File: config.mk
export PLATFORM = sky130hd
export DESIGN_NAME = imm_encoder
export DESIGN_NICKNAME = d
export VERILOG_FILES = /design/src/rtl/imm_encoder.sv
export SDC_FILE = /design/constraint.sdc
export NUM_CORES = 1
export LEC_CHECK = 0
export ABC_AREA = 1
export BUFFER_PORTS_ARGS = -buffer_cell sky130_fd_sc_hd__clkbuf_2
export CAP_MARGIN = 5
export CORE_AREA = 3 3 106 108
export DETAILED_ROUTE_END_ITERATION = 16
export DIE_AREA = 0 0 109 111
export PLACE_DENSITY = 0.81
export SYNTH_ARGS = -nofsm -noshare
export SYNTH_HDL_FRONTEND = slang
export SYNTH_SLANG_ARGS = --single-unit
File: constraint.sdc
create_clock -name clk -period 3.9 [get_ports clk]
set_clock_uncertainty 0.15 [all_clocks]
set_input_delay 0.585 -clock clk [delete_from_list [all_inputs] [get_ports clk]]
set_output_delay 0.585 -clock clk [all_outputs]
set_load 0.03 [all_outputs]
File: src/rtl/imm_encoder.sv
// imm_encoder: packs an immediate and register fields into a 32-bit
// instruction word for the I/S/B/U/J formats, flags immediates that do
// not fit (range), odd branch/jump offsets (alignment) and unknown
// formats (source), and buffers {Instr, flags} in a 2-entry in-order FIFO.
module imm_encoder (
    input  logic        clk,
    input  logic        rst_n,
    input  logic        InValid,
    output logic        InReady,
    input  logic [2:0]  ImmSrc,
    input  logic [63:0] Imm,
    input  logic [6:0]  Opcode,
    input  logic [4:0]  Rd,
    input  logic [4:0]  Rs1,
    input  logic [4:0]  Rs2,
    input  logic [2:0]  Funct3,
    output logic        OutValid,
    input  logic        OutReady,
    output logic [31:0] Instr,
    output logic        RangeErr,
    output logic        AlignErr,
    output logic        SrcErr,
    output logic [15:0] ErrCount
);

    localparam logic [2:0] SRC_I = 3'd0;
    localparam logic [2:0] SRC_S = 3'd1;
    localparam logic [2:0] SRC_B = 3'd2;
    localparam logic [2:0] SRC_U = 3'd3;
    localparam logic [2:0] SRC_J = 3'd4;

    localparam int DEPTH   = 2;
    localparam int ENTRY_W = 35;   // {SrcErr, AlignErr, RangeErr, Instr}

    // fits[k]: Imm equals the sign-extension of its low N bits, i.e. every
    // bit from N-1 upward is identical. N = 12, 13, 21, 32 for k = 0..3.
    logic [3:0] fits;

    for (genvar gi = 0; gi < 4; gi++) begin : g_fit
        localparam int N = (gi == 0) ? 12 : (gi == 1) ? 13 : (gi == 2) ? 21 : 32;
        assign fits[gi] = (&Imm[63:N-1]) | ~(|Imm[63:N-1]);
    end

    logic [31:0] enc_instr;
    logic        range_err;
    logic        align_err;
    logic        src_err;

    // Format-dependent bit placement and error detection; the truncated
    // encoding is emitted even when a range or alignment error is flagged.
    always_comb begin
        enc_instr = '0;
        range_err = 1'b0;
        align_err = 1'b0;
        src_err   = 1'b0;
        case (ImmSrc)
            SRC_I: begin
                enc_instr = {Imm[11:0], Rs1, Funct3, Rd, Opcode};
                range_err = ~fits[0];
            end
            SRC_S: begin
                enc_instr = {Imm[11:5], Rs2, Rs1, Funct3, Imm[4:0], Opcode};
                range_err = ~fits[0];
            end
            SRC_B: begin
                enc_instr = {Imm[12], Imm[10:5], Rs2, Rs1, Funct3, Imm[4:1], Imm[11], Opcode};
                range_err = ~fits[1];
                align_err = Imm[0];
            end
            SRC_U: begin
                enc_instr = {Imm[31:12], Rd, Opcode};
                range_err = ~fits[3] | (|Imm[11:0]);
            end
            SRC_J: begin
                enc_instr = {Imm[20], Imm[10:1], Imm[11], Imm[19:12], Rd, Opcode};
                range_err = ~fits[2];
                align_err = Imm[0];
            end
            default: begin
                src_err = 1'b1;
            end
        endcase
    end

    logic [ENTRY_W-1:0] entry_reg [DEPTH];
    logic [ENTRY_W-1:0] entry_next;
    logic [ENTRY_W-1:0] head;
    logic               wr_ptr_reg;
    logic               rd_ptr_reg;
    logic [1:0]         count_reg;
    logic [1:0]         count_next;
    logic [15:0]        err_count_reg;
    logic               push;
    logic               pop;
    logic               any_err;

    assign entry_next = {src_err, align_err, range_err, enc_instr};
    assign any_err    = range_err | align_err | src_err;

    // Ready depends only on occupancy before the edge, so a pop in the
    // same cycle never opens a slot for a push into a full FIFO.
    assign InReady  = rst_n & (count_reg != 2'd2);
    assign OutValid = (count_reg != 2'd0);
    assign push     = InValid & InReady;
    assign pop      = OutValid & OutReady;

    assign head     = entry_reg[rd_ptr_reg];
    assign Instr    = head[31:0];
    assign RangeErr = head[32];
    assign AlignErr = head[33];
    assign SrcErr   = head[34];
    assign ErrCount = err_count_reg;

    // Next occupancy from the push/pop pair.
    always_comb begin
        count_next = count_reg;
        case ({push, pop})
            2'b10:   count_next = count_reg + 2'd1;
            2'b01:   count_next = count_reg - 2'd1;
            default: count_next = count_reg;
        endcase
    end

    // Entry storage; cleared on reset so the head reads as zero afterwards.
    always_ff @(posedge clk) begin
        if (!rst_n) begin
            for (int i = 0; i < DEPTH; i++) begin
                entry_reg[i] <= '0;
            end
        end else if (push) begin
            entry_reg[wr_ptr_reg] <= entry_next;
        end
    end

    // Pointers and occupancy; reset discards anything buffered.
    always_ff @(posedge clk) begin
        if (!rst_n) begin
            wr_ptr_reg <= 1'b0;
            rd_ptr_reg <= 1'b0;
            count_reg  <= 2'd0;
        end else begin
            if (push) begin
                wr_ptr_reg <= ~wr_ptr_reg;
            end
            if (pop) begin
                rd_ptr_reg <= ~rd_ptr_reg;
            end
            count_reg <= count_next;
        end
    end

    // Saturating count of accepted requests carrying any error flag.
    always_ff @(posedge clk) begin
        if (!rst_n) begin
            err_count_reg <= '0;
        end else if (push && any_err && (err_count_reg != 16'hFFFF)) begin
            err_count_reg <= err_count_reg + 16'd1;
        end
    end

endmodule

==> impl_metrics.yaml, run 1 <==
routing:
  dr.pass1.iters: 7
  wl_um: 14300
  drt_iter0_markers: 496
  drc: 0
  wire_per_inst_um: 14.3
  vias_per_cell: 5.20
  dr_total_vias: 5172
  drtAntennaViolNets: 0
global_route:
  antenna_found_initial: 0
  gr-usage-all-layers: 0.233
  grt_overflow: 0
  grt_pass1_vias: 4871
  grt_max_degree: 28
  grt_pass1_wl_um: 22600
critical_path:
  path_buf_inv: 2
  endpoint_kind: "primary output"
  start_kind: "flip-flop"
  cp.depth: 3
  rr_worst_depth: 7
  required_ps: 3160
  worstPathArrival_ps: 2110
  critical_path.top_delay_family: "flip-flops"
  path_cells: "buf_4 > mux2_2 > clkbuf_2"
  cpPeakStageDelay_ps: 830
  crit_fanout: 17
  rrSetupSlack_ps: 1280
  worst_path_max_delay_cell: "dfxtp_1"
  crit_type: "reg -> out"
power_and_ir_drop:
  power_frac_seq: 0.489
  power.internal_mw: 1.55
  power.switching_uw: 776
  power_mw: 2.32
  clkPwrFrac: 0.267
  ir_worst_vdd_v: 0.000248
  p_leak_nw: 2.99
  power.density_nw_per_um2: 356
  combPwrFrac: 0.243
  switching_share: 0.334
cts:
  clock_latency_ps: 360
  cts_max_level: 3
  clock_sink_count: 91
  holdBufCountCts: 0
  postCtsResizedCells: 0
  cts_tree: "yes"
  post_cts_buffers: 0
  cts_root_buf: "clkbuf_8"
  cts_buffer_depth: 2
  clkSlewWorstSetupHoldPaths_ps: 100
  cts_buffers: 9
place:
  placed_cell_area_um2: 6340
  dp_hpwl_um: 11000
  gp_congestion: 0.921
  io_buffers: 148
synthesis:
  synth_async_sr_flop_share: 0
  synth_edf_count: 70
  yosysWarningCount: 0
  synth_seq_area_share: 0.461
  synth_cells: 705
  synth_ff_type: "edfxtp_1"
  synth_nets: 803
  syn_avg_cell_area_um2: 7.76
  yosys.cell_types.count: 36
  synth-seq-cells: 91
  netlist_area_um2: 5470
sta:
  setup_tns_ps: 0
  fmax_mhz: 352
  setup_viol: 0
  worst_pin_slew_ps: 1070
  post-route-period-util: 0.729
  drv_slew: 0
  fin_crit_ps: 2840
  hold_viol: 0
  rsz0062_at_grt: "no"
  slew_headroom: 0.282
floorplanning:
  die_h_um: 111
  core_um2: 10300
  start_util: 0.530
  die_area_um2: 12100
  std_cell_rows: 37
  pin_count: 149
  fp.dieW_um: 109
cells_and_area:
  fin_nets: 952
  largest_register_ffs: 70
  diodes: 0
  final_layout_size_suffix_gt1_frac: 0.262
  fill_cells: 916
  utilization: 0.633
  multi_input_comb_area_um2: 2490
  ff_latch_area_um2: 2520
  syn2layout_area_growth_pct: 19.5
  fin_area_um2: 6530
worst_hold_path:
  hold_path_depth: 1
  hold_class: "reg -> reg"
status:
  run_status: "completed"
flow_run:
  max_cap_viol_count: 0
cells by family after synthesis:
logic type / Yosys count / synth area share
muxes: 35 / 0.0721
and+or+nand+nor: 416 / 0.318
AOI/OAI and AO/OA: 47 / 0.0593
DFF: 91 / 0.461
xor gates and xnor gates: 1 / 0.00160
buffers and inverters: 113 / 0.0833
adders and majority gates: 2 / 0.00457
power groups by stage:
| stage | Combinational (mW) | Sequential, mW | Clock (mW) |
|---|---|---|---|
| 6_report | 0.565 | 1.14 | 0.621 |
| 5_1_grt | 0.614 | 1.14 | 0.669 |
| 4_1_cts | 0.564 | 1.14 | 0.631 |
| 3_5_place_dp | 0.561 | 1.16 | 0 |
| 3_3_place_gp | 0.554 | 1.16 | 0 |
| 2_1_floorplan | 0.376 | 1.15 | 0 |
worst paths after layout:
path | startpoint | end
max | flip-flop | Instr[24]
min | rd_ptr_reg | rd_ptr_reg
max reg2reg | count_reg[0] | entry_reg[1][16]
min reg2reg | rd_ptr_reg | rd_ptr_reg
cell usage in the layout (no fill, tap or decap):
cell type   netlist  final
a21oi_1           9      9
a21oi_2           2      2
a221oi_1          4      4
a22oi_1           8      8
a32o_1            8      8
and2_0            1      1
and2_2            1      1
buf_4             3      7
clkbuf_2          0    148
clkbuf_8          0      9
clkinv_8          0      1
clkinvlp_4        0      3
dfxtp_1          21     21
edfxtp_1         70     70
ha_1              2      2
inv_1            91     91
inv_2             5      5
inv_8             0      3
mux2_2           35     35
nand2_1         157    157
nand2_2           1      1
nand3_1          25     25
nand3_2           2      2
nand3b_1          1      1
nand4_1          22     22
nor2_1          177    177
nor2_2            5      5
nor2_4            2      2
nor3_1           17     17
nor3_2            1      1
nor3b_1           1      1
nor4_1            2      2
o2111ai_1         1      1
o21ai_0          13     13
o22ai_1           2      2
or2_0             1      1
xnor2_1           1      1
stage by stage:
step / hold slack [ps] / setup WS (ps) / std cells
5_1_grt: 345 / 856 / 995
4_1_cts: 315 / 1050 / 995
3_5_place_dp: 302 / 697 / 979
6_report: 316 / 1060 / 995
2_1_floorplan: 275 / 664 / 705
3_3_place_gp: 292 / 747 / 979
Yosys cell counts, types with 2 or more instances:
cell / n / area share
nor2_2: 5 / 0.0057
buf_4: 3 / 0.0041
o21ai_0: 13 / 0.012
inv_1: 91 / 0.062
a22oi_1: 8 / 0.011
ha_1: 2 / 0.0046
nand4_1: 22 / 0.025
mux2_2: 35 / 0.072
nand3_1: 25 / 0.023
nand2_1: 157 / 0.11
inv_2: 5 / 0.0034
a21oi_1: 9 / 0.0082
buf_6: 2 / 0.0041
nor3_1: 17 / 0.016
a32o_1: 8 / 0.015
clkbuf_1: 7 / 0.0048
nor2_4: 2 / 0.0041
o22ai_1: 2 / 0.0023
nand3_2: 2 / 0.0037
nor2_1: 177 / 0.12
dfxtp_1: 21 / 0.077
buf_2: 4 / 0.0037
edfxtp_1: 70 / 0.38
a21oi_2: 2 / 0.0032
a221oi_1: 4 / 0.0064
nor4_1: 2 / 0.0023
cell type report:
cell class	count	share of cell area
clock buffers	9	0.0190
clock inverters	7	0.0111
inverters	96	0.0552
flip-flops and latches	91	0.386
repair buffers	155	0.121
well taps	136	0.0260
multi-input cells	501	0.381
layer usage:
layer	vias up	global-route usage	routed length [um]
li1	2603	-	-
met1	2307	0.313	5950
met2	232	0.374	6600
met3	30	0.0507	1390
met4	0	0.0707	327
met5	-	0	0
Power figures use the tool's default switching activity.
==> inputs of run 2 (changes only) <==
--- a/config.mk
+++ b/config.mk
@@ -8,10 +8,10 @@
 export ABC_AREA = 1
 export BUFFER_PORTS_ARGS = -buffer_cell sky130_fd_sc_hd__clkbuf_2
 export CAP_MARGIN = 5
-export CORE_AREA = 3 3 106 108
+export CORE_AREA = 3 3 111 113
 export DETAILED_ROUTE_END_ITERATION = 16
-export DIE_AREA = 0 0 109 111
-export PLACE_DENSITY = 0.81
+export DIE_AREA = 0 0 114 116
+export PLACE_DENSITY = 0.78
 export SYNTH_ARGS = -nofsm -noshare
 export SYNTH_HDL_FRONTEND = slang
 export SYNTH_SLANG_ARGS = --single-unit
==> constraint.sdc (replaced) <==
create_clock -name clk -period 2.4 [get_ports clk]
set_clock_uncertainty 0.15 [all_clocks]
set_input_delay 0.36 -clock clk [delete_from_list [all_inputs] [get_ports clk]]
set_output_delay 0.36 -clock clk [all_outputs]
set_load 0.03 [all_outputs]
==> run 2 against run 1 <==
- first-iteration DRC count is 30% lower
- via count is 0.12% lower
- critical endpoint is now Instr[26]
- utilization is 4.0 points lower
- register-to-register slack worse by 890 ps
- die area is 9.3% higher
- cell area is 3.7% higher
- worst hold slack worse by 160 ps
- setup slack worse by 700 ps
- clock-buffer cell count is 6 higher
- non-clock buffer count is 11 higher
==> impl_metrics.yaml, run 2 (synthesis results as in run 1) <==
global_route:
  grt_overflow: 0
  grt_max_degree: 37
  gr-usage-all-layers: 0.214
  grt_pass1_vias: 4629
  antenna_found_initial: 0
  grt_pass1_wl_um: 22500
power_and_ir_drop:
  ir_worst_vdd_v: 0.000472
  power.density_nw_per_um2: 618
  power.internal_mw: 2.99
  clkPwrFrac: 0.335
  combPwrFrac: 0.227
  power_mw: 4.19
  p_leak_nw: 3.12
  power.switching_mw: 1.20
  power_frac_seq: 0.438
  switching_share: 0.287
critical_path:
  required_ps: 1890
  endpoint_kind: "primary output"
  critical_path.top_delay_family: "buffers and inverters"
  cp.depth: 3
  path_cells: "buf_4 > mux2_2 > clkbuf_2"
  path_buf_inv: 2
  rr_worst_depth: 13
  worstPathArrival_ps: 1530
  cpPeakStageDelay_ps: 400
  crit_type: "reg -> out"
  start_kind: "flip-flop"
  rrSetupSlack_ps: 390
  crit_fanout: 16
  worst_path_max_delay_cell: "mux2_2"
floorplanning:
  std_cell_rows: 39
  start_util: 0.479
  pin_count: 149
  die_area_um2: 13200
  fp.dieW_um: 114
  die_h_um: 116
  core_um2: 11400
place:
  gp_congestion: 0.914
  place_inst: 997
  io_buffers: 148
  dp_hpwl_um: 10900
cells_and_area:
  fin_nets: 963
  layout_common_cells: "177 x nor2_1, 155 x nand2_1, 148 x clkbuf_2"
  fill_cells: 1086
  diodes: 0
  mostFrequentLayoutCell: "nor2_1"
  largest_register_ffs: 70
  final_layout_size_suffix_gt1_frac: 0.269
  final_cells: 1013
  syn2layout_area_growth_pct: 23.9
routing:
  met3RoutedLength_um: 1230
  wl_um: 14200
  drt_iter0_markers: 345
  wire_per_inst_um: 14.1
  drc: 0
  drt-met1-wl_um: 6320
  dr_total_vias: 5166
  top_layer_used: "met4"
  drtAntennaViolNets: 0
  vias_per_cell: 5.10
  dr.pass1.iters: 5
  dr_wl_met2_um: 6440
sta:
  slew_headroom: 0.655
  drv_slew: 0
  setup_tns_ps: 0
  timing.hold.ws_ps: 161
  fmax_mhz: 490
  worst_pin_slew_ps: 517
  post-route-period-util: 0.850
  hold_viol: 0
  rsz0062_at_grt: "no"
  setup_viol: 0
  fin_crit_ps: 2040
status:
  run_status: "completed"
cts:
  cts_tree: "yes"
  cts_root_buf: "clkbuf_16"
  cts_buffers: 9
  post_cts_buffers: 0
  cts_buffer_depth: 2
  holdBufCountCts: 0
  clock_latency_ps: 330
  postCtsResizedCells: 0
  clkSlewWorstSetupHoldPaths_ps: 60
  clock_sink_count: 91
  cts_max_level: 3
worst_hold_path:
  hold_path_depth: 3
  hold_class: "in -> reg"
flow_run:
  max_cap_viol_count: 0
## run 2: cell count changes in the layout (fill, tap and decap cells not counted), moves of 2 or more
cell and change:
clkbuf_16 +11, clkinvlp_4 -3, clkbuf_1 +3, clkbuf_8 -8, nand2_1 -2, buf_4 +10, inv_8 -3
## run 2: metrics by stage
step | util | setup slack, ps | area (um^2)
3_3_place_gp | 0.567 | 125 | 6470
4_1_cts | 0.593 | 338 | 6770
3_5_place_dp | 0.567 | 98.1 | 6470
5_1_grt | 0.593 | 179 | 6770
2_1_floorplan | - | 75.6 | 5500
6_report | 0.593 | 360 | 6770
## run 2: cell type report
| cell class | count | area, um^2 | share of cell area |
|---|---|---|---|
| clock buffer | 15 | 300 | 0.0443 |
| clock inverter | 1 | 3.75 | 0.000554 |
| inverter | 96 | 360 | 0.0532 |
| multi-input combinational | 501 | 2520 | 0.372 |
| sequential | 91 | 2520 | 0.372 |
| tap | 143 | 179 | 0.0264 |
| timing repair buffer | 166 | 888 | 0.131 |
## run 2: power groups by stage
stage | Clock, mW | Combinational [mW] | Sequential [mW]
after global routing | 1.49 | 1.03 | 1.84
final | 1.40 | 0.950 | 1.83
after CTS | 1.43 | 0.953 | 1.84
after floorplan | 0 | 0.618 | 1.87
after detailed placement | 0 | 0.947 | 1.87
after global placement | 0 | 0.945 | 1.86
## run 2: final timing paths
path,from,endpoint
setup / recovery,flip-flop,Instr[26]
hold / removal,rst_n,ErrCount[3]
setup reg to reg,ErrCount[5],ErrCount[13]
hold reg to reg,rd_ptr_reg,flip-flop
## run 2: layer usage
layer  track usage  vias up
li1              -     2627
met2         0.343      188
met5             0        -
met4        0.0649        0
met1         0.288     2333
met3        0.0522       18
## run 2: tightest hold or removal path, cell delays in order
cell and delay (ps):
clkbuf_2 100, inv_2 60, nor2_1 90
==> inputs of run 3 (changes only) <==
==> constraint.sdc (replaced) <==
create_clock -name clk -period 1.8 [get_ports clk]
set_clock_uncertainty 0.15 [all_clocks]
set_input_delay 0.27 -clock clk [delete_from_list [all_inputs] [get_ports clk]]
set_output_delay 0.27 -clock clk [all_outputs]
set_load 0.03 [all_outputs]
==> run 3 against run 2 <==
- the run now ends with setup timing left
- final cell count rose by 7.0%
- sequential share of layout area fell by 6.2 points
- routed wire length rose by 26%
- cell area rose by 21%
- non-clock buffer count rose by 70
- clock-buffer cell count fell by 6
- flip-flop and latch count did not move
- clock power rose by 26%
- combinational power rose by 95%
- via count rose by 11%
- register-to-register slack got worse by 490 ps
- die area did not move
==> impl_metrics.yaml, run 3 (synthesis results as in run 1) <==
cts:
  cts_tree: "yes"
  holdBufCountCts: 0
  cts_max_level: 3
  clock_latency_ps: 340
  cts_buffer_depth: 2
  clkSlewWorstSetupHoldPaths_ps: 60
  clock_sink_count: 91
  cts_buffers: 9
  cts_root_buf: "clkbuf_16"
routing:
  drc: 0
  drt_iter0_markers: 553
  wire_per_inst_um: 16.6
  dr_total_vias: 5759
  vias_per_cell: 5.31
  wl_um: 18000
  dr.pass1.iters: 7
  drtAntennaViolNets: 0
cells_and_area:
  syn2layout_area_growth_pct: 50.3
  fin_nets: 1034
  diodes: 0
  ff_latch_area_um2: 2550
  utilization: 0.720
  final_layout_size_suffix_gt1_frac: 0.407
  mostFrequentLayoutCell: "nor2_1"
  largest_register_ffs: 70
  fill_cells: 847
  layout_common_cells: "148 x nor2_1, 144 x nand2_1, 100 x clkbuf_2"
  final_cells: 1084
  multi_input_comb_area_um2: 2940
global_route:
  grt_overflow: 0
  gr-usage-all-layers: 0.243
  grt_pass1_wl_um: 25400
  antenna_found_initial: 0
  grt_max_degree: 36
  grt_pass1_vias: 5347
floorplanning:
  start_util: 0.479
  core_um2: 11400
  fp.dieW_um: 114
  die_h_um: 116
  die_area_um2: 13200
  pin_count: 149
  std_cell_rows: 39
power_and_ir_drop:
  power.density_nw_per_um2: 740
  ir_worst_vdd_v: 0.000832
  p_leak_nw: 3.75
critical_path:
  worstPathArrival_ps: 2020
  path_cells: "nand2_1 > nor3_4 > nand3_2 > nand2_1 > inv_2 > buf_4 > nand2_1 > o21ai_0 > nor2_1"
  cpMostUsedCell: "nand2_1"
  required_ps: 1920
  cpPeakStageDelay_ps: 430
  start_kind: "flip-flop"
  endpoint_kind: "flip-flop"
  crit_type: "reg -> reg"
  worst_path_max_delay_cell: "dfxtp_1"
  critical_path.top_delay_family: "simple AND/OR/NAND/NOR gates"
  path_buf_inv: 2
  crit_fanout: 4
status:
  run_status: "finished with violations"
  violations: "setup timing"
sta:
  post-route-period-util: 1.06
  hold_viol: 0
  rsz0062_at_grt: "yes"
  fin_crit_ps: 1900
  worst_pin_slew_ps: 386
  fmax_mhz: 525
  slew_headroom: 0.742
  drv_slew: 0
  setup_viol: 44
  fin_ws_ps: -103
  setup_tns_ps: -1670
place:
  io_buffers: 148
  place_inst: 1056
  dp_hpwl_um: 11800
  gp_congestion: 0.910
flow_run:
  max_cap_viol_count: 0
worst_hold_path:
  hold_class: "in -> reg"
[run 3: final timing paths]
| check | from | cells after the start | slack (ps) | endpoint |
|---|---|---|---|---|
| worst max-delay path | ErrCount[10] | 9 | -100 | ErrCount[5] |
| worst min-delay path | rst_n | 3 | 50 | ErrCount[3] |
| worst max register to register | ErrCount[10] | 9 | -100 | ErrCount[5] |
| worst min register to register | rd_ptr_reg | 1 | 290 | flip-flop |
[run 3: through the flow]
step / instance area, um^2 / setup slack (ps) / hold WS, ps / total power [mW]
global route: 8220 / -184 / 48.5 / 6.30
detailed placement: 6990 / -398 / 292 / 3.85
global placement: 6990 / -308 / 284 / 3.83
floorplan: 5570 / -88.4 / 275 / 3.33
finish: 8220 / -103 / 45.1 / 6.08
CTS: 7780 / -90.0 / 39.5 / 5.85
[run 3: timing repair]
action                                  CTS  global route
pin swaps                                 5            53
endpoints found under the setup margin   46            59
cloned                                    1             2
buffers inserted                          5             4
hold endpoints to repair                  0             0
gates resized for setup                 111           148
[run 3: layer usage]
layer | track usage | up-vias | share of wire
met5 | 0 | - | 0
met4 | 0.0776 | 0 | 0.025
met3 | 0.0413 | 44 | 0.072
met2 | 0.417 | 301 | 0.51
met1 | 0.315 | 2631 | 0.40
li1 | - | 2783 | -
[run 3: area by class of cell]
type                       count  area share
timing repair buffer         236       0.232
clock inverter                 7     0.00518
multi-input combinational    502       0.358
tap                          143      0.0218
sequential                    91       0.311
clock buffer                   9      0.0274
inverter                      96      0.0448
[run 3: power breakdown]
group          internal (mW)  switching [mW]
clock                  0.932           0.826
sequential              2.40          0.0653
combinational          0.871           0.982
total                   4.20            1.87
[run 3: worst register-to-register path, cell delays in order, from the launching register on]
cell,delay (ps)
dfxtp_1,430
nand2_1,160
nor3_4,270
nand3_2,170
nand2_1,120
inv_2,60
buf_4,140
nand2_1,60
o21ai_0,120
nor2_1,140
